`src/rtl/bit_stream_deserializer.sv`:
```
// Serial-to-parallel deserializer with a one-entry valid/ready output register and sticky overrun.
// Optional even-parity frame bit enabled by defining BIT_DESER_PARITY_EN (adds out_perr).
module bit_stream_deserializer #(
  parameter int WIDTH     = 8,
  parameter int MSB_FIRST = 1
) (
  input  logic             clk,
  input  logic             rst_n,
  input  logic             in_bit,
  input  logic             in_valid,
  output logic [WIDTH-1:0] out_data,
  output logic             out_valid,
  input  logic             out_ready,
  output logic             overrun,
  input  logic             overrun_clr,
`ifdef BIT_DESER_PARITY_EN
  output logic             out_perr,
`endif
  output logic             busy
);

`ifdef BIT_DESER_PARITY_EN
  localparam int FRAME = WIDTH + 1;
`else
  localparam int FRAME = WIDTH;
`endif
  localparam int CW = $clog2(FRAME);
  localparam logic [CW-1:0] LAST = CW'(FRAME - 1);

  logic [WIDTH-1:0] sr;
  logic [WIDTH-1:0] sr_next;
  logic [WIDTH-1:0] word;
  logic [CW-1:0]    cnt;
  logic             shift_en;
  logic             last;
  logic             drain;
  logic             load;
  logic             drop;
`ifdef BIT_DESER_PARITY_EN
  logic             perr;
`endif

  always_comb begin
    sr_next = sr;
    if (MSB_FIRST != 0) begin
      sr_next = {sr[WIDTH-2:0], in_bit};
    end else begin
      sr_next = {in_bit, sr[WIDTH-1:1]};
    end
    last  = in_valid && (cnt == LAST);
    drain = out_valid && out_ready;
    load  = last && (!out_valid || out_ready);
    drop  = last && out_valid && !out_ready;
`ifdef BIT_DESER_PARITY_EN
    // Final frame bit is parity: data is already complete in sr and the bit is not shifted in.
    shift_en = in_valid && (cnt != LAST);
    word     = sr;
    perr     = (^sr) ^ in_bit;
`else
    shift_en = in_valid;
    word     = sr_next;
`endif
  end

  always_ff @(posedge clk) begin
    if (!rst_n) begin
      sr        <= '0;
      cnt       <= '0;
      out_data  <= '0;
      out_valid <= 1'b0;
      overrun   <= 1'b0;
`ifdef BIT_DESER_PARITY_EN
      out_perr  <= 1'b0;
`endif
    end else begin
      if (shift_en) begin
        sr <= sr_next;
      end
      if (in_valid) begin
        cnt <= last ? '0 : cnt + CW'(1);
      end
      if (load) begin
        out_data  <= word;
        out_valid <= 1'b1;
`ifdef BIT_DESER_PARITY_EN
        out_perr  <= perr;
`endif
      end else if (drain) begin
        out_valid <= 1'b0;
      end
      if (drop) begin
        overrun <= 1'b1;
      end else if (overrun_clr) begin
        overrun <= 1'b0;
      end
    end
  end

  assign busy = (cnt != '0);

endmodule

```
`config.mk`:
```
export PLATFORM = sky130hd
export DESIGN_NAME = bit_stream_deserializer
export DESIGN_NICKNAME = d
export VERILOG_FILES = /design/src/rtl/bit_stream_deserializer.sv
export SDC_FILE = /design/constraint.sdc
export NUM_CORES = 1
export LEC_CHECK = 0
export BUFFER_PORTS_ARGS = -buffer_cell sky130_fd_sc_hd__buf_4
export CAP_MARGIN = 30
export CELL_PAD_IN_SITES_DETAIL_PLACEMENT = 1
export CELL_PAD_IN_SITES_GLOBAL_PLACEMENT = 2
export CORE_MARGIN = 2
export CORE_UTILIZATION = 37
export CTS_BUF_LIST = sky130_fd_sc_hd__clkbuf_2 sky130_fd_sc_hd__clkbuf_4 sky130_fd_sc_hd__clkbuf_8
export CTS_CLUSTER_DIAMETER = 100
export DETAILED_ROUTE_END_ITERATION = 16
export MAX_ROUTING_LAYER = met4
export PLACE_DENSITY = 0.85
export SLEW_MARGIN = 15
export SYNTH_ARGS = -nofsm -noshare
export SYNTH_HDL_FRONTEND = slang
export SYNTH_SLANG_ARGS = --single-unit
```
`constraint.sdc`:
```
create_clock -name clk -period 1.85 [get_ports clk]
set_input_delay 0.185 -clock clk [delete_from_list [all_inputs] [get_ports clk]]
set_output_delay 0.185 -clock clk [all_outputs]
set_load 0.1 [all_outputs]
```
# After elaboration in Yosys (flattened, before gate mapping)
# Cells that the tools add are included.
dict set report classes {
  add_sub_neg 1
  eq_ne 1
  mux 5
  n_reduce_logical 11
}
# op n
set ops {}
lappend ops {{$logic_and A1 B1 Y1} 5}
lappend ops {{$mux W1} 4}
lappend ops {{$reduce_bool A2 Y1} 2}
lappend ops {{$add A3 B1 Y3 const B} 1}
lappend ops {{$eq A3 B3 Y1 const B} 1}
lappend ops {{$mux W3} 1}
lappend ops {{$reduce_bool A3 Y1} 1}
lappend ops {{$logic_not A1 Y1} 2}
lappend ops {{$logic_or A1 B1 Y1} 1}
dict set report word_totals {
  register_bits 20
  output_inout_bits 11
}

# Depth between registers and ports, before layout
# Gate-level depths: netlist (run 1).
dict set report logic_depth {
  depth_word 5
  ltp_mapped 6
  ltp_nobuf 5
}

# Worst setup path after synthesis (run 1)
# Ideal clock, no wire load.
dict set report synth_path {
  path_type {register to register}
  startpoint {register out_valid}
  endpoint {register out_data[0]}
  t_arrival_ps 1517
  path_slack_ps 213
  stages_incl_launch_ff 5
  n_path_buf 1
  cell_sequence {dfxtp_1 > nand2b_1 > nor2b_2 > buf_6 > mux2i_1}
}
dict set report synth_between {
  elab_chain_len 3
}
# item line
set synth_rtl {}
lappend synth_rtl {{start, declared} 12} ;# output logic out_valid,
lappend synth_rtl {{start signal, assigned} 70} ;# out_valid <= 1'b0;
lappend synth_rtl {{start signal, assigned} 84} ;# out_valid <= 1'b1;
lappend synth_rtl {{start signal, assigned} 89} ;# out_valid <= 1'b0;
lappend synth_rtl {{$logic_not A1 Y1} 52} ;# load = last && (!out_valid || out_ready);
lappend synth_rtl {{$logic_or A1 B1 Y1} 52}
lappend synth_rtl {{$logic_and A1 B1 Y1} 52}
lappend synth_rtl {{end signal, assigned} 83} ;# out_data <= word;
lappend synth_rtl {{end, declared} 11} ;# output logic [WIDTH-1:0] out_data,
# No other way between the ends.
# A chain may end at the register's enable or synchronous reset.

# Worst setup path in the final report (run 1)
dict set report layout_path {
  startpoint {register cnt[0]}
  endpoint {output busy}
}
dict set report layout_between {
  elab_chain_len 1
}
# item line
set layout_rtl {}
lappend layout_rtl {{start, declared} 33} ;# logic [CW-1:0] cnt;
lappend layout_rtl {{start signal, assigned} 80} ;# cnt <= last ? '0 : cnt + CW'(1);
lappend layout_rtl {{$reduce_bool A3 Y1} 99} ;# assign busy = (cnt != '0);
lappend layout_rtl {{end, declared} 19} ;# output logic busy
# No other way between the ends.

==> flow_summary.toml, run 1 <==
[clock_network]
htree_levels = 1
cts_resized = 0
cts_hold_buf = 0
cts_max_path_buffers = 2
path_clk_slew_ps = 120
clk_latency_ps = 290
cts_sinks = 20
cts_root_buffer = "clkbuf_4"
cts_made_buffers = 3
post_cts_buffers = 0
cts_tree = "done"

[critical_path]
path_buf_inv = 2
crit_family = "flip-flops"
cp_max_fo = 3
crit_required_ps = 1660
r2r.worst_path.cells = 6
crit_cells = 4
crit_chain = "inv_1, ha_1, nand2b_1, buf_4"
crit_slowest_cell = "dfxtp_1"
worstSetupEndpointType = "output port"
start_kind = "flip-flop"
crit_type = "flip-flop to output port"
arrival_ps = 1280
slowest_delay_ps = 380

[sta]
slew_headroom = 0.816
rsz0062_at_grt = "no"
timing.hold.ws_ps = 151
post-route-period-util = 0.791
clock-skew-final_ps = 3.29
setup_tns_ps = 0
tightest_slew_ps = 278
drv_slew = 0
finalHoldViolCount = 0
setup_ws_ps = 386
max_freq_mhz = 683
setup_viol = 0
period_needed_ps = 1460

[synthesis]
avgSynthCellArea_um2 = 10.1
synth-compound-area-share = 0.0339
post_synth_xor_area_fraction = 0
synth-edff-count = 0
synth_ff_type = "dfxtp_1"
ys_seq_elements = 20
synthSimpleGateAreaFrac = 0.205
synthTopCellsByCount = "dfxtp_1 (20), mux2i_1 (16), nand2_1 (16)"
netlist.area_leader.share = 0.472
synth_top_family_by_area = "simple AND/OR/NAND/NOR gates"
synth_nets = 93
post-synth-top-count-cell = "dfxtp_1"
synth_top_area_cell = "dfxtp_1"
synth_area_leaders = "dfxtp_1 (47%), mux2i_1 (19%), nand2_1 (7.1%), nor2b_1 (5.9%), ha_1 (4.4%)"
yosysSeqAreaShare = 0.472
synthesis.area_um2 = 848
synth.distinct_cells = 19
yosysWarnings = 0
async_flop_share = 0
synth_fa_ha_area_frac = 0.0442
yosys-mux-area-fraction = 0.189
syn-instance-count = 84

[placement]
gp_congestion = 0.728
preCtsSetupSlack_ps = 451
placed_cells = 124
io_buffers = 16

[global_route]
grt_max_degree = 29
antenna_found_initial = 0
overflow = 0
grt_pass1_vias = 562
grtUsageTotal = 0.126
grt_pass1_wl_mm = 2.45

[die]
std_cell_rows = 17
ios = 17
core-area_um2 = 2190
fp.dieW_um = 51.9
start_util = 0.387
die-area_um2 = 2690
dieHeight_um = 51.9

[run_status]
outcome = "finished, final reports clean"

[pwr]
peakVddDrop_mv = 0.367
p_leak_nw = 0.420
totalPowerFinal_uw = 867
pwr_density_cell_nw_per_um2 = 844

[route]
ant_nets = 0
drc = 0
vias = 588
routed_wl_mm = 1.44
drt_iter0_drc = 3
avgViaCountPerCell = 4.59
drtPass1Iterations = 3
avgRoutedWirePerCell_um = 11.2

[cells_and_area]
syn_to_final_growth_pct = 21.1
diodes = 0
drive_above_1_share = 0.240
final_nets = 110
finalNonFillerCells = 128

[min_path]
hp-class = "input pin to flip-flop"
whs_path_depth = 3

[run]
drv_cap = 0
## final timing paths
path	slack, ps	endpoint	from
worst min register to register	460	out_data[1]	out_data[1]
worst min-delay path	150	out_data[0]	in_bit
worst max-delay path	390	busy	cnt[0]
worst max register to register	440	out_data[5]	cnt[1]
## report_power, final
group | leakage (nW) | internal (mW) | switching (mW)
combinational | 0.231 | 0.0266 | 0.0443
clock | 0.0279 | 0.219 | 0.135
sequential | 0.162 | 0.437 | 0.00505
total | 0.420 | 0.682 | 0.185
## flip-flops by register name, summed over array words and instances, names as in the netlist
| signal | count |
|---|---|
| overrun | 1 |
| out_valid | 1 |
| cnt | 3 |
| sr | 7 |
| out_data | 8 |
## through the flow
stage	utilization	instance area, um2
floorplan	-	848
finish	0.469	1030
global placement	0.445	975
global route	0.469	1030
detailed placement	0.445	975
CTS	0.469	1030
## logic make-up after synthesis
| family | count (synthesis) |
|---|---|
| and+or+nand+nor | 33 |
| buffers and inverters | 8 |
| muxes | 16 |
| DFF | 20 |
| AOI/OAI and AO/OA | 4 |
| adders and majority gates | 3 |
## cell usage in the layout (no fill, tap or decap)
| cell type | synthesis | layout |
|---|---|---|
| ha_1 | 3 | 3 |
| nand2_2 | 1 | 1 |
| nor2b_2 | 1 | 1 |
| o21a_1 | 1 | 1 |
| inv_1 | 3 | 3 |
| buf_4 | 0 | 17 |
| nand2_1 | 16 | 16 |
| nor3b_2 | 1 | 1 |
| a21boi_0 | 2 | 2 |
| nand3b_1 | 1 | 1 |
| dfxtp_1 | 20 | 20 |
| nand2b_1 | 3 | 3 |
| and2_1 | 1 | 1 |
| mux2i_1 | 16 | 16 |
| clkbuf_4 | 0 | 3 |
| bufinv_16 | 0 | 1 |
| o22ai_1 | 1 | 1 |
| nor2b_1 | 8 | 8 |
| nor2_1 | 1 | 1 |
## worst register-to-register path, delay by kind of cell (launching register included)
kind,cells,cell delay [ps]
buffers and inverters,1,190
flip-flops,1,390
AND/OR/NAND/NOR,2,200
adder cells (fa/ha/maj),2,370
multiplexers,1,200
## layer usage
layer	up-vias	part of all wire	routed length (um)	global-route usage
met5	-	0	0	-
met4	0	0.0091	13	0.0658
met3	2	0.032	46	0.0259
met2	8	0.46	654	0.186
met1	272	0.50	720	0.161
li1	306	-	-	-
## layout make-up
cell class | count | area, um2
Clock buffer | 3 | 22.5
Clock inverter | 1 | 30.0
Fill cell | 255 | 1160
Inverter | 3 | 11.3
Multi-Input combinational cell | 56 | 400
Sequential cell | 20 | 400
Tap cell | 28 | 35.0
Timing Repair Buffer | 17 | 128
No activity file was read; power rests on OpenSTA's default activity.
==> inputs of run 2 (changes only) <==
- CORE_UTILIZATION: 37 -> 34
- PLACE_DENSITY: 0.85 -> 0.79
- clock period: 1.85 -> 1.4 ns (I/O delays scaled with it)
==> run 2 against run 1 <==
Critical path type is now flip-flop to flip-flop; utilization shrank 2.5 points; power grew 17%; worst hold slack lost 54 ps; cell area grew 4.0%; largest cell class is now multi-input gates; die area grew 8.1%; critical path depth grew 2.
==> flow_summary.toml, run 2 (same netlist as run 1, synthesis figures left out) <==
[global_route]
grt_max_degree = 29
grtUsageTotal = 0.134
grt_pass1_vias = 586
antenna_found_initial = 0
grt_pass1_wl_mm = 2.62
overflow = 0

[critical_path]
start_kind = "flip-flop"
critical_path.endpoint = "out_data[5]"
slowest_delay_ps = 360
crit_family = "flip-flops"
path_buf_inv = 1
r2r.worst_path.cells = 6
crit_chain = "ha_1, ha_2, nand2_2, nor2b_4, buf_6, mux2i_2"
crit_required_ps = 1630
cp_max_fo = 4
arrival_ps = 1540
reg2reg_slack_ps = 80
crit_cells = 6
crit_slowest_cell = "dfxtp_2"
worstSetupEndpointType = "flip-flop"
timing.rr.start = "cnt[0]"
crit_type = "flip-flop to flip-flop"
startpoint = "cnt[0]"
worstReg2RegEnd = "out_data[5]"

[sta]
finalHoldViolCount = 0
tightest_slew_ps = 279
drv_slew = 0
max_freq_mhz = 760
clock-skew-final_ps = 1.10
rsz0062_at_grt = "no"
setup_viol = 0
period_needed_ps = 1320
timing.hold.ws_ps = 96.8
post-route-period-util = 0.940
slew_headroom = 0.815
setup_tns_ps = 0

[cells_and_area]
regMostFlops = "out_data"
reg.largest.list = "out_data: 8 flops, sr: 7 flops, cnt: 3 flops"
final_common_cell = "dfxtp_1"
drive_above_1_share = 0.324
syn_to_final_growth_pct = 26.0
diodes = 0
final_nets = 112
layout_common_cells = "dfxtp_1 (17), nand2_1 (16), buf_4 (16), mux2i_1 (15), nor2b_1 (8)"
design_area_um2 = 1070
largest_register_ffs = 8

[pwr]
peakVddDrop_mv = 0.679
p_leak_nw = 0.435
pwr_density_cell_nw_per_um2 = 950

[min_path]
hp-class = "input pin to flip-flop"

[clock_network]
cts_tree = "done"
clk_latency_ps = 290
cts_max_path_buffers = 2
cts_sinks = 20
cts_made_buffers = 3
path_clk_slew_ps = 100
cts_root_buffer = "clkbuf_4"
htree_levels = 1

[run]
drv_cap = 0

[route]
vias = 601
avgRoutedWirePerCell_um = 11.9
drt_iter0_drc = 3
drc = 0
ant_nets = 0
drtPass1Iterations = 2
avgViaCountPerCell = 4.55
routed_wl_mm = 1.57

[placement]
placed_area_um2 = 988
place_hpwl_mm = 1.09
io_buffers = 16
gp_congestion = 0.590

[die]
ios = 17
dieHeight_um = 54.0
std_cell_rows = 18
core-area_um2 = 2410
fp.dieW_um = 54.0
start_util = 0.352
die-area_um2 = 2910

[run_status]
outcome = "finished, final reports clean"
run 2: layout make-up:
class	instances	area, um2
fillers	286	1340
repair buffers	19	163
well taps	30	37.5
flip-flops and latches	20	404
clock buffers	4	36.3
multi-input cells	56	417
inverters	3	11.3
run 2: timing repair:
item,CTS,global route
endpoints found under the setup margin,3,9
resized for setup,4,7
hold buffers,0,0
cloned,0,0
endpoints found under the hold margin,0,0
setup buffers,0,1
run 2: worst min path at each step:
stage | start | endpoint | slack, ps | depth (start not counted)
global placement | in_bit | sr[0] | 410 | 3
detailed placement | in_bit | out_data[0] | 420 | 3
CTS | in_bit | out_data[0] | 80 | 3
finish | in_bit | out_data[0] | 100 | 3
global route | in_bit | out_data[0] | 100 | 3
floorplan | in_bit | out_data[0] | 280 | 2
run 2: where the power goes:
group	switching (mW)	leakage (nW)	internal, mW	total (mW)
clock	0.164	0.0210	0.159	0.322
combinational	0.0621	0.251	0.0468	0.109
sequential	0.00671	0.163	0.578	0.584
run 2: layer usage:
layer	global-route usage	vias to the layer above	wire, um
li1	-	304	-
met1	0.146	287	656
met2	0.222	8	834
met3	0.0583	2	62
met4	0.0385	0	15
met5	-	-	0
run 2: worst min-delay path: cells and delay by family:
kind / cells / cell delay [ps]
AND/OR/NAND/NOR: 1 / 50
multiplexers: 1 / 50
buffers and inverters: 1 / 110
run 2: metrics by stage:
stage                     total power, mW  worst slack (ps)  instances   util
after floorplan                     0.671              45.0         84      -
after global placement              0.693               102        127  0.410
after detailed placement            0.694              26.4        127  0.410
after CTS                            1.04              11.5        131  0.431
after global routing                 1.08              13.0        132  0.443
final                                1.02              84.2        132  0.443
==> inputs of run 3 (changes only) <==
- RECOVER_POWER: default -> 100
==> run 3 against run 2 <==
Worst setup slack improved by 15 ps; power fell by 0.55%; critical path depth did not move; via count rose by 0.17%; count of clock-buffer cells in the layout did not move; combinational power fell by 6%; fmax rose by 1.1%; flip-flop and latch count did not move; global-route usage did not move.
==> flow_summary.toml, run 3 (same netlist as run 1, synthesis figures left out) <==
[run_status]
outcome = "finished, final reports clean"

[pwr]
pwr_density_cell_nw_per_um2 = 977
p_leak_nw = 0.423
p_sw_uw = 232
pwr-share-clk = 0.319
p_int_uw = 778
swShare = 0.230
totalPowerFinal_mw = 1.01
power_frac_seq = 0.578
peakVddDrop_mv = 0.679
combPwrFrac = 0.102

[clock_network]
cts_made_buffers = 3
cts_hold_buf = 0
cts_tree = "done"
cts_max_path_buffers = 2
path_clk_slew_ps = 100
clk_latency_ps = 290
cts_root_buffer = "clkbuf_4"
htree_levels = 1
cts_sinks = 20

[global_route]
grtUsageMet3 = 0.0583
met1_usage = 0.146
overflow = 0
antenna_found_initial = 0
grt_max_degree = 29
grt_pass1_wl_mm = 2.62
grtUsageTotal = 0.134
grt_util_met2 = 0.222
grt_pass1_vias = 586
busiest_layer = "met2"

[die]
core-area_um2 = 2410
std_cell_rows = 18
start_util = 0.352
die-area_um2 = 2910
dieHeight_um = 54.0
ios = 17
fp.dieW_um = 54.0

[run]
drv_cap = 0

[sta]
timing.hold.ws_ps = 94.5
max_freq_mhz = 769
slew_headroom = 0.640
drv_slew = 0
clock-skew-final_ps = 1.10
tightest_slew_ps = 542
rsz0062_at_grt = "no"
period_needed_ps = 1300
post-route-period-util = 0.929
setup_ws_ps = 99.1
finalHoldViolCount = 0
setup_tns_ps = 0
setup_viol = 0

[route]
drtPass1Iterations = 2
routed_wl_mm = 1.57
drt_iter0_drc = 2
avgRoutedWirePerCell_um = 11.9
avgViaCountPerCell = 4.56
vias = 602
drc = 0
ant_nets = 0

[placement]
preCtsSetupSlack_ps = 26.4
io_buffers = 16
place_hpwl_mm = 1.09
gp_congestion = 0.590

[critical_path]
worstSetupEndpointType = "flip-flop"
arrival_ps = 1530
reg2reg_slack_ps = 100
cp_max_fo = 4
crit_required_ps = 1630
start_kind = "flip-flop"
crit_type = "flip-flop to flip-flop"
worstReg2RegEnd = "out_data[5]"
r2r.worst_path.cells = 6
timing.rr.start = "cnt[0]"
startpoint = "cnt[0]"

[cells_and_area]
final_common_cell = "dfxtp_1"
final_nets = 112
diodes = 0
reg.largest.list = "out_data: 8 flops, sr: 7 flops, cnt: 3 flops"
syn_to_final_growth_pct = 21.8
largest_register_ffs = 8
drive_above_1_share = 0.314
regMostFlops = "out_data"
layout_common_cells = "dfxtp_1 (17), nand2_1 (16), mux2i_1 (15), clkbuf_2 (9), nor2b_1 (8)"

[min_path]
hp-class = "input pin to flip-flop"
hold_path_end = "out_data[0]"
worstHoldStart = "in_bit"
whs_path_depth = 3
## run 3: cell types whose count changed in the layout (fill, tap and decap cells not counted), sizes merged
| cell | before | now |
|---|---|---|
| buf | 19 | 10 |
| clkbuf | 4 | 13 |
## run 3: cell type report
| cell class | instances | area [um2] |
|---|---|---|
| Fill cell | 291 | 1380 |
| Multi-Input combinational cell | 56 | 412 |
| Sequential cell | 20 | 404 |
| Timing Repair Buffer | 19 | 133 |
| Tap cell | 30 | 37.5 |
| Clock buffer | 4 | 36.3 |
| Inverter | 3 | 11.3 |
## run 3: how the worst max path moves through the flow
stage               slack [ps]           to
global placement           100  out_data[1]
CTS                         10  out_data[6]
finish                     100  out_data[5]
global route                20  out_data[7]
detailed placement          30  out_data[3]
floorplan                   40      overrun
## run 3: power by group through the flow
stage	clock (mW)	sequential, mW	combinational [mW]
floorplan	0	0.595	0.0757
global placement	0	0.597	0.0967
detailed placement	0	0.597	0.0973
CTS	0.344	0.584	0.109
global route	0.374	0.586	0.113
finish	0.323	0.584	0.103
## run 3: routing by layer
metal | routed length [um] | vias up
li1 | - | 304
met1 | 661 | 288
met2 | 832 | 8
met3 | 62 | 2
met4 | 15 | 0
met5 | 0 | -
## run 3: through the flow
step / instance area (um2) / std cells / util
floorplan: 852 / 84 / -
CTS: 1040 / 131 / 0.431
global route: 1030 / 132 / 0.429
detailed placement: 988 / 127 / 0.410
finish: 1030 / 132 / 0.429
global placement: 988 / 127 / 0.410
## run 3: timing repair
| action | 4_1_cts | 5_1_grt |
|---|---|---|
| setup endpoints to repair | 3 | 9 |
| resized for setup | 4 | 7 |
| setup buffers | 0 | 1 |
## run 3: worst max-delay path, stage by stage, from the launching register on
cell     delay (ps)
dfxtp_2         350
ha_1            150
ha_2            190
nand2_2          90
nor2b_4         140
buf_6           130
mux2i_2         190
